[src/rtl/present80_round_ctrl.sv]
// Iterative PRESENT-80 encryptor: one sbox/permutation round per clock, with
// valid/ready handshakes on the request and the ciphertext sides.

module present80_sbox (
    input  logic [3:0] x,
    output logic [3:0] y
);
    always_comb begin
        y = 4'h0;
        case (x)
            4'h0: y = 4'hC;  4'h1: y = 4'h5;  4'h2: y = 4'h6;  4'h3: y = 4'hB;
            4'h4: y = 4'h9;  4'h5: y = 4'h0;  4'h6: y = 4'hA;  4'h7: y = 4'hD;
            4'h8: y = 4'h3;  4'h9: y = 4'hE;  4'hA: y = 4'hF;  4'hB: y = 4'h8;
            4'hC: y = 4'h4;  4'hD: y = 4'h7;  4'hE: y = 4'h1;  4'hF: y = 4'h2;
            default: y = 4'h0;
        endcase
    end
endmodule

module present80_perm (
    input  logic [63:0] din,
    output logic [63:0] dout
);
    // Bit i moves to (16*i) mod 63; bit 63 stays put.
    for (genvar i = 0; i < 63; i++) begin : g_bit
        assign dout[(16*i)%63] = din[i];
    end
    assign dout[63] = din[63];
endmodule

module present80_round_ctrl #(
    parameter int NUM_ROUNDS = 31,
    parameter int RCNT_W     = 5
) (
    input  logic              clk_i,
    input  logic              rst_i,
    input  logic              start_i,
    output logic              ready_o,
    input  logic [63:0]       plaintext_i,
    input  logic [79:0]       key_i,
    output logic [63:0]       data_o,
    output logic              valid_o,
    input  logic              ready_i,
    output logic              busy_o,
    output logic [RCNT_W-1:0] round_o
);
    typedef enum logic [1:0] {IDLE, ROUND, FINAL, DONE} fsm_t;

    fsm_t              fsm, fsm_nxt;
    logic [63:0]       state_q;
    logic [79:0]       key_q;
    logic [RCNT_W-1:0] round_q;
    logic [63:0]       data_q;
    logic              valid_q;

    logic [63:0] rk, sb_in, sb_out, perm_out;
    logic [79:0] key_rot, key_nxt;
    logic [3:0]  key_sb;
    logic [4:0]  rc5;
    logic        last;

    assign rk    = key_q[79:16];
    assign sb_in = state_q ^ rk;
    assign last  = (round_q == RCNT_W'(NUM_ROUNDS));
    assign rc5   = 5'(round_q);

    for (genvar n = 0; n < 16; n++) begin : g_sbox
        present80_sbox u_sbox (.x(sb_in[4*n +: 4]), .y(sb_out[4*n +: 4]));
    end

    present80_perm u_perm (.din(sb_out), .dout(perm_out));

    // Key schedule: rotate left 61, sbox the top nibble, fold the round count in.
    assign key_rot = {key_q[18:0], key_q[79:19]};
    present80_sbox u_ksbox (.x(key_rot[79:76]), .y(key_sb));
    assign key_nxt = {key_sb, key_rot[75:20], key_rot[19:15] ^ rc5, key_rot[14:0]};

    always_ff @(posedge clk_i) begin
        if (rst_i) fsm <= IDLE;
        else       fsm <= fsm_nxt;
    end

    always_comb begin
        fsm_nxt = fsm;
        case (fsm)
            IDLE:    if (start_i) fsm_nxt = ROUND;
            ROUND:   if (last)    fsm_nxt = FINAL;
            FINAL:                fsm_nxt = DONE;
            DONE:    if (ready_i) fsm_nxt = IDLE;
            default:              fsm_nxt = IDLE;
        endcase
    end

    always_ff @(posedge clk_i) begin
        if (rst_i) begin
            state_q <= '0;
            key_q   <= '0;
            round_q <= '0;
            data_q  <= '0;
            valid_q <= 1'b0;
        end else begin
            case (fsm)
                IDLE: if (start_i) begin
                    state_q <= plaintext_i;
                    key_q   <= key_i;
                    round_q <= RCNT_W'(1);
                end
                ROUND: begin
                    state_q <= perm_out;
                    key_q   <= key_nxt;
                    if (!last) round_q <= round_q + RCNT_W'(1);
                end
                FINAL: begin
                    data_q  <= state_q ^ rk;
                    valid_q <= 1'b1;
                end
                DONE: if (ready_i) begin
                    valid_q <= 1'b0;
                    round_q <= '0;
                end
                default: ;
            endcase
        end
    end

    assign ready_o = (fsm == IDLE);
    assign busy_o  = (fsm == ROUND) || (fsm == FINAL);
    assign data_o  = data_q;
    assign valid_o = valid_q;
    assign round_o = round_q;
endmodule

[config.mk]
export PLATFORM = sky130hd
export DESIGN_NAME = present80_round_ctrl
export DESIGN_NICKNAME = d
export VERILOG_FILES = /design/src/rtl/present80_round_ctrl.sv
export SDC_FILE = /design/constraint.sdc
export NUM_CORES = 1
export LEC_CHECK = 0
export CORE_MARGIN = 4
export CORE_UTILIZATION = 50
export CTS_BUF_LIST = sky130_fd_sc_hd__clkbuf_4 sky130_fd_sc_hd__clkbuf_8
export DETAILED_ROUTE_END_ITERATION = 10
export PLACE_DENSITY = 0.73
export SLEW_MARGIN = 20
export SYNTH_ARGS = -nofsm -noshare
export SYNTH_HDL_FRONTEND = slang
export SYNTH_SLANG_ARGS = --single-unit
[constraint.sdc]
create_clock -name clk_i -period 4.6 [get_ports clk_i]
set_clock_uncertainty 0.05 [all_clocks]
set_input_delay 1.15 -clock clk_i [delete_from_list [all_inputs] [get_ports clk_i]]
set_output_delay 1.15 -clock clk_i [all_outputs]
set_load 0.05 [all_outputs]
Word-level counts from Yosys, hierarchy flattened
Memories as Yosys holds them, arrays and structs flattened. A register that Yosys moved wholly into a read port is not among the register bits. Cells that the tools add are included.

Register bits: 216. Bits in read-only memories: 1088. Input bits: 148. Output and inout bits: 72. Logic and storage cells: 59. Memories kept: 17.

Add/sub/neg operators: 1. Equality and inequality tests: 8. Mux-type cells: 16. Bitwise logic cells: 2. Reductions and logical operators: 9.

Memories: (no name shown) (depth 16, width 4, read ports 1, clocked after memory_dff 0, write ports 0, line 10) `case (x)`; (no name shown) (depth 16, width 4, read ports 1, clocked after memory_dff 0, write ports 0, line 10); (no name shown) (depth 16, width 4, read ports 1, clocked after memory_dff 0, write ports 0, line 10); (no name shown) (depth 16, width 4, read ports 1, clocked after memory_dff 0, write ports 0, line 10); (no name shown) (depth 16, width 4, read ports 1, clocked after memory_dff 0, write ports 0, line 10); (no name shown) (depth 16, width 4, read ports 1, clocked after memory_dff 0, write ports 0, line 10); +11 memories.

Operators with widths (count): case mux 80 bit (2 select lines) (1); case mux 64 bit (2 select lines) (1); two-way mux 80 bit (1); two-way mux 64 bit (1); XOR 64 bit (1); two-way mux 5 bit (3); case mux 5 bit (3 select lines) (1); two-way mux 4 bit (2); != test 2 bit, second input constant (4); case mux 2 bit (4 select lines) (1); two-way mux 2 bit (3); adder 5 x 1 -> 5 bit, second input constant (1); == test 5 bit, second input constant (1); XOR 5 bit (1); == test 2 bit, second input constant (2); AND reduction 2 bit (2); AND reduction 4 bit (1); nonzero test 2 bit (2); AND reduction 3 bit (1); nonzero test 3 bit (1); == test 2 x 1 -> 1 bit, second input constant (1); zero test 2 bit (1); case mux 1 bit (2 select lines) (1); logical OR 1 bit (1); two-way mux 1 bit (1).

Depth between registers and ports, before layout
Depth after elaboration: 5. Mapped depth: 12. Depth with buffers taken out: 10.

Modules after synthesis
From an unflattened synthesis, not the netlist that was laid out.

Cell total of the unflattened synthesis: 1355. Area total of the unflattened synthesis: 13839.5 um2.

By module, submodules not included: present80_round_ctrl (instances 1, cells an instance 985, area each 10211.0 um2, seq. area each 4324.1 um2); present80_sbox (instances 17, cells an instance 18, area each 185.2 um2, seq. area each 0.0 um2); present80_perm (instances 1, cells an instance 64, area each 480.5 um2, seq. area each 0.0 um2).

Worst setup path before layout
OpenSTA, ideal clock, no wires.

Kind: input-to-reg. Start point: input start_i. End point: register u_ksbox.y[1] (netlist name). Setup time: 0.122 ns. Arrival: 2.859 ns. Required time: 4.428 ns. Setup slack: 1.570 ns. Cell stages on the path: 7. Path buffers: 0. Cell sequence: and3b_1 -> nor2b_1 -> a2111oi_2 -> inv_1 -> ha_1 -> mux2_2 -> a221o_1.

Longest elaborated chain between the ends: 4.

Ends and longest elaborated chain: start: declaration (line 37) `input logic start_i,`; != test 2 bit (no line); AND reduction 2 bit (no line); two-way mux 4 bit (no line) (2 in series).

No other way between the ends. A chain may end at the register's enable or synchronous reset.

Worst setup path in the final report
Start point: register fsm[0]. End point: output ready_o.

Longest elaborated chain between the ends: 1.

Ends and longest elaborated chain: start: declaration (line 49) `fsm_t fsm, fsm_nxt;`; start signal: assignment (line 80) `else fsm <= fsm_nxt;`; zero test 2 bit (line 126) `assign ready_o = (fsm == IDLE);`; end: declaration (line 38) `output logic ready_o,`.

No other way between the ends.

==> results.md <==
* Post-route antenna net violation count at 0
* Flip-flop and latch count after synthesis at 220
* IO Port Bufs at 219
* Mapped cell area at 12,300 um^2
* Class of the most critical setup path: register to primary output
* CP Launch Type: register
* Sink count of the clock tree at 220
* Number of distinct library cell variants in the gate-level netlist after synthesis at 46
* Total number of yosys warnings at 0
* Endpoint of the most critical setup path: ready_o
* Core box area at 24,250 um^2
* Post-Place Setup Slack at 0.7763 ns
* P per Cell Area at 940.6 nW/um^2
* Number of instances in the synthesized netlist at 1,318
* Main combinational cell family by area after synthesis: multiplexers
* Ratio of final minimum period to clock period at 0.7640
* Vertical extent of the die at 164.9 um
* CTS H-tree depth at 2
* Initial Util at 0.5074
* Cts bufs inserted at 40
* Mux contribution to synthesized area at 0.1701
* Clock latency of the later-clocked register in the worst-skew pair at 0.55 ns
* Design Area, Final at 15,520 um^2
* Clock edge transition at the registers on the reported setup and hold paths at 0.06 ns
* Clk buf depth at 3
* Launch instance of the worst register-to-register path: fsm[1]
* Critical Path Source: fsm[0]
* Area Growth Syn to Fin at 26.14%
* Fraction of the mapped netlist area in compound gates at 0.1696
* Outcome: completed
* Number of max-cap violations at 0
* CTS root buffer: sky130_fd_sc_hd__clkbuf_8
* Maximum net fanout on the critical path at 7
* Number of antenna violations at the first check in global routing at 3
* Depth of the most critical reg-to-reg path at 9
* Number of hold buffers added after CTS at 0
* Number of enable flip-flop cells after synthesis at 0
* Worst setup slack after layout at 1.085 ns
* Tmin final at 3.515 ns
* Count of standard-cell rows at 57
* Setup repair after global routing missed its margin: false
* Total Routing Usage GR at 0.2696
* Leakage power of the design at 6.057 nW
* CP endpoint kind: primary output
* Fmax at 284.5 MHz
* Detailed placer's ending HPWL at 27.43 mm
* Number of detailed-route iterations in the first pass at 6
* Commonest cells after routing, fill and taps aside: sky130_fd_sc_hd__dfxtp_1 (220), sky130_fd_sc_hd__clkdlybuf4s50_1 (218), sky130_fd_sc_hd__nor2_1 (203)
* Signal arrival time at the worst endpoint at 2.31 ns
* Required time worst endpoint at 3.40 ns
* FF-to-FF End: u_ksbox.y[3]
* Share of post-route cells with drive strength above 1 at 0.08011
* Most frequent standard cell in the layout excluding fill and tap cells: sky130_fd_sc_hd__dfxtp_1
* Count of non-filler cells in the finished layout at 1,848
* Global-route wire length before repair at 56.20 mm
* Arithmetic-cell share of the synthesized area counting full adders, half adders and majority gates at 0.09254
* Remaining max-slew budget at the tightest pin at 0.3271
* Routability congestion estimate at 0.9170
* Share of the synthesized netlist area taken by xor and xnor gates at 0.06467
* Final cell utilization of the core at 0.6401
* Setup slack of the worst register-to-register path at 1.12 ns
* Final setup violation count at 0
* Post-Syn Area per Cell at 9.336 um^2
* Final sum of negative setup slack at 0 ns
* Layout filler cell count at 2,040
* Commonest register cell after synthesis: sky130_fd_sc_hd__dfxtp_1
* Via count of the first global-routing pass at 9,982
* Final Net Count at 1,732
* Syn Nets at 1,557
* Largest net degree at the start of global routing at 235
* Ys async rst share at 0
* Drt initial violations at 791
* Gr ovfl total at 0
* Hold Vio Cnt, Final at 0
* Share of synthesized cell area in and, or, nand and nor gates at 0.09274
* DR DRC count at 0
* Post-CTS Setup Bufs at 0
* Transition at the pin with the smallest max-transition slack at 1.009 ns
* Final Max Tran Viols at 0
* TritonCTS clock tree: built
* IO Count at 220
* Total die area at 27,180 um^2
* Via/cell ratio at 5.684
* Class of the most critical hold timing path: register to register
* Total placed instance area at 14,640 um^2
* Number of gates given a new drive strength after cts at 0
* Number of vias in the routed layout at 10,500
* Number of placed cells counting well taps at 1,775
* Chip width at 164.9 um
* Post-synthesis sequential area ratio at 0.3579
* Per-cell routed wire length at 20.38 um
* Final wirelength at 37.65 mm
* Total Power at 14.60 mW
* Max rail drop VDD at 1137 uV
* Smallest hold slack at 0.4186 ns
## final cells by class
class	count	area (um^2)	area share
clock inverter	12	90.09	0.005804
timing repair buffer	226	2258	0.1455
sequential	220	4404	0.2838
clock buffer	60	788.3	0.05079
multi-input combinational	934	7305	0.4706
inverter	71	267.8	0.01725
tap	324	405.4	0.02612
antenna	1	2.502	0.0001612
## synth_stat cells (4+ instances only)
| master | number | area (um^2) |
|---|---|---|
| sky130_fd_sc_hd__dfxtp_1 | 220 | 4404 |
| sky130_fd_sc_hd__nor2_1 | 203 | 762.0 |
| sky130_fd_sc_hd__a211oi_1 | 168 | 1261 |
| sky130_fd_sc_hd__mux2i_1 | 133 | 1331 |
| sky130_fd_sc_hd__ha_1 | 91 | 1139 |
| sky130_fd_sc_hd__clkbuf_1 | 72 | 270.3 |
| sky130_fd_sc_hd__a21oi_1 | 70 | 350.3 |
| sky130_fd_sc_hd__inv_1 | 70 | 262.8 |
| sky130_fd_sc_hd__xnor2_1 | 68 | 595.6 |
| sky130_fd_sc_hd__nand2_1 | 46 | 172.7 |
| sky130_fd_sc_hd__mux4_2 | 32 | 720.7 |
| sky130_fd_sc_hd__xor2_1 | 21 | 183.9 |
| sky130_fd_sc_hd__o21ai_0 | 20 | 100.1 |
| sky130_fd_sc_hd__o211ai_1 | 15 | 112.6 |
| sky130_fd_sc_hd__nor3_1 | 13 | 65.06 |
| sky130_fd_sc_hd__a211o_1 | 10 | 87.58 |
| sky130_fd_sc_hd__buf_2 | 10 | 50.05 |
| sky130_fd_sc_hd__buf_1 | 8 | 30.03 |
| sky130_fd_sc_hd__nand3_1 | 6 | 30.03 |
| sky130_fd_sc_hd__a311o_1 | 4 | 40.04 |
| sky130_fd_sc_hd__nor2b_1 | 4 | 25.02 |
| sky130_fd_sc_hd__nor3b_1 | 4 | 30.03 |
## worst min-delay path by stage
stage                           start  slack [ns]     endpoint  cells past startpoint
after global placement    state_q[51]        0.41  state_q[51]                      2
final                     state_q[52]        0.42  state_q[52]                      2
after CTS                 state_q[52]        0.42  state_q[52]                      2
after detailed placement  state_q[52]        0.41  state_q[52]                      2
after floorplan           state_q[59]        0.40  state_q[59]                      2
after global routing      state_q[57]        0.43  state_q[57]                      2
## power breakdown
part / internal (mW) / leakage (nW) / switching (mW)
Sequential: 2.74 / 1.81 / 0.767
Combinational: 3.69 / 3.78 / 5.39
Clock: 1.15 / 0.465 / 0.851
## metal layers
metal / share of wire / GRT usage / vias up
met1: 0.41 / 0.3548 / 5015
met2: 0.47 / 0.4392 / 379
met5: 0.00050 / 0 / -
met4: 0.038 / 0.1066 / 4
li1: - / - / 5032
met3: 0.078 / 0.05016 / 74
## cells by family after synthesis
kind of cell               after synthesis
and+or+nand+nor                        284
adders and majority gates               91
DFF                                    220
muxes                                  168
AOI/OAI and AO/OA                      301
xor gates and xnor gates                90
buffers and inverters                  164
## registers in the layout (all words and copies together) (netlist names)
register / flops
data_o: 64
fsm: 2
key_q: 80
round_o: 5
state_q: 64
u_ksbox.y: 4
valid_o: 1
## worst max-delay path: stages, from the launching register on
cell and delay [ns]:
sky130_fd_sc_hd__dfxtp_1 0.36, sky130_fd_sc_hd__inv_1 0.14, sky130_fd_sc_hd__ha_1 0.40, sky130_fd_sc_hd__clkdlybuf4s50_1 0.88
Note: power is estimated with default switching activity, not from simulation.
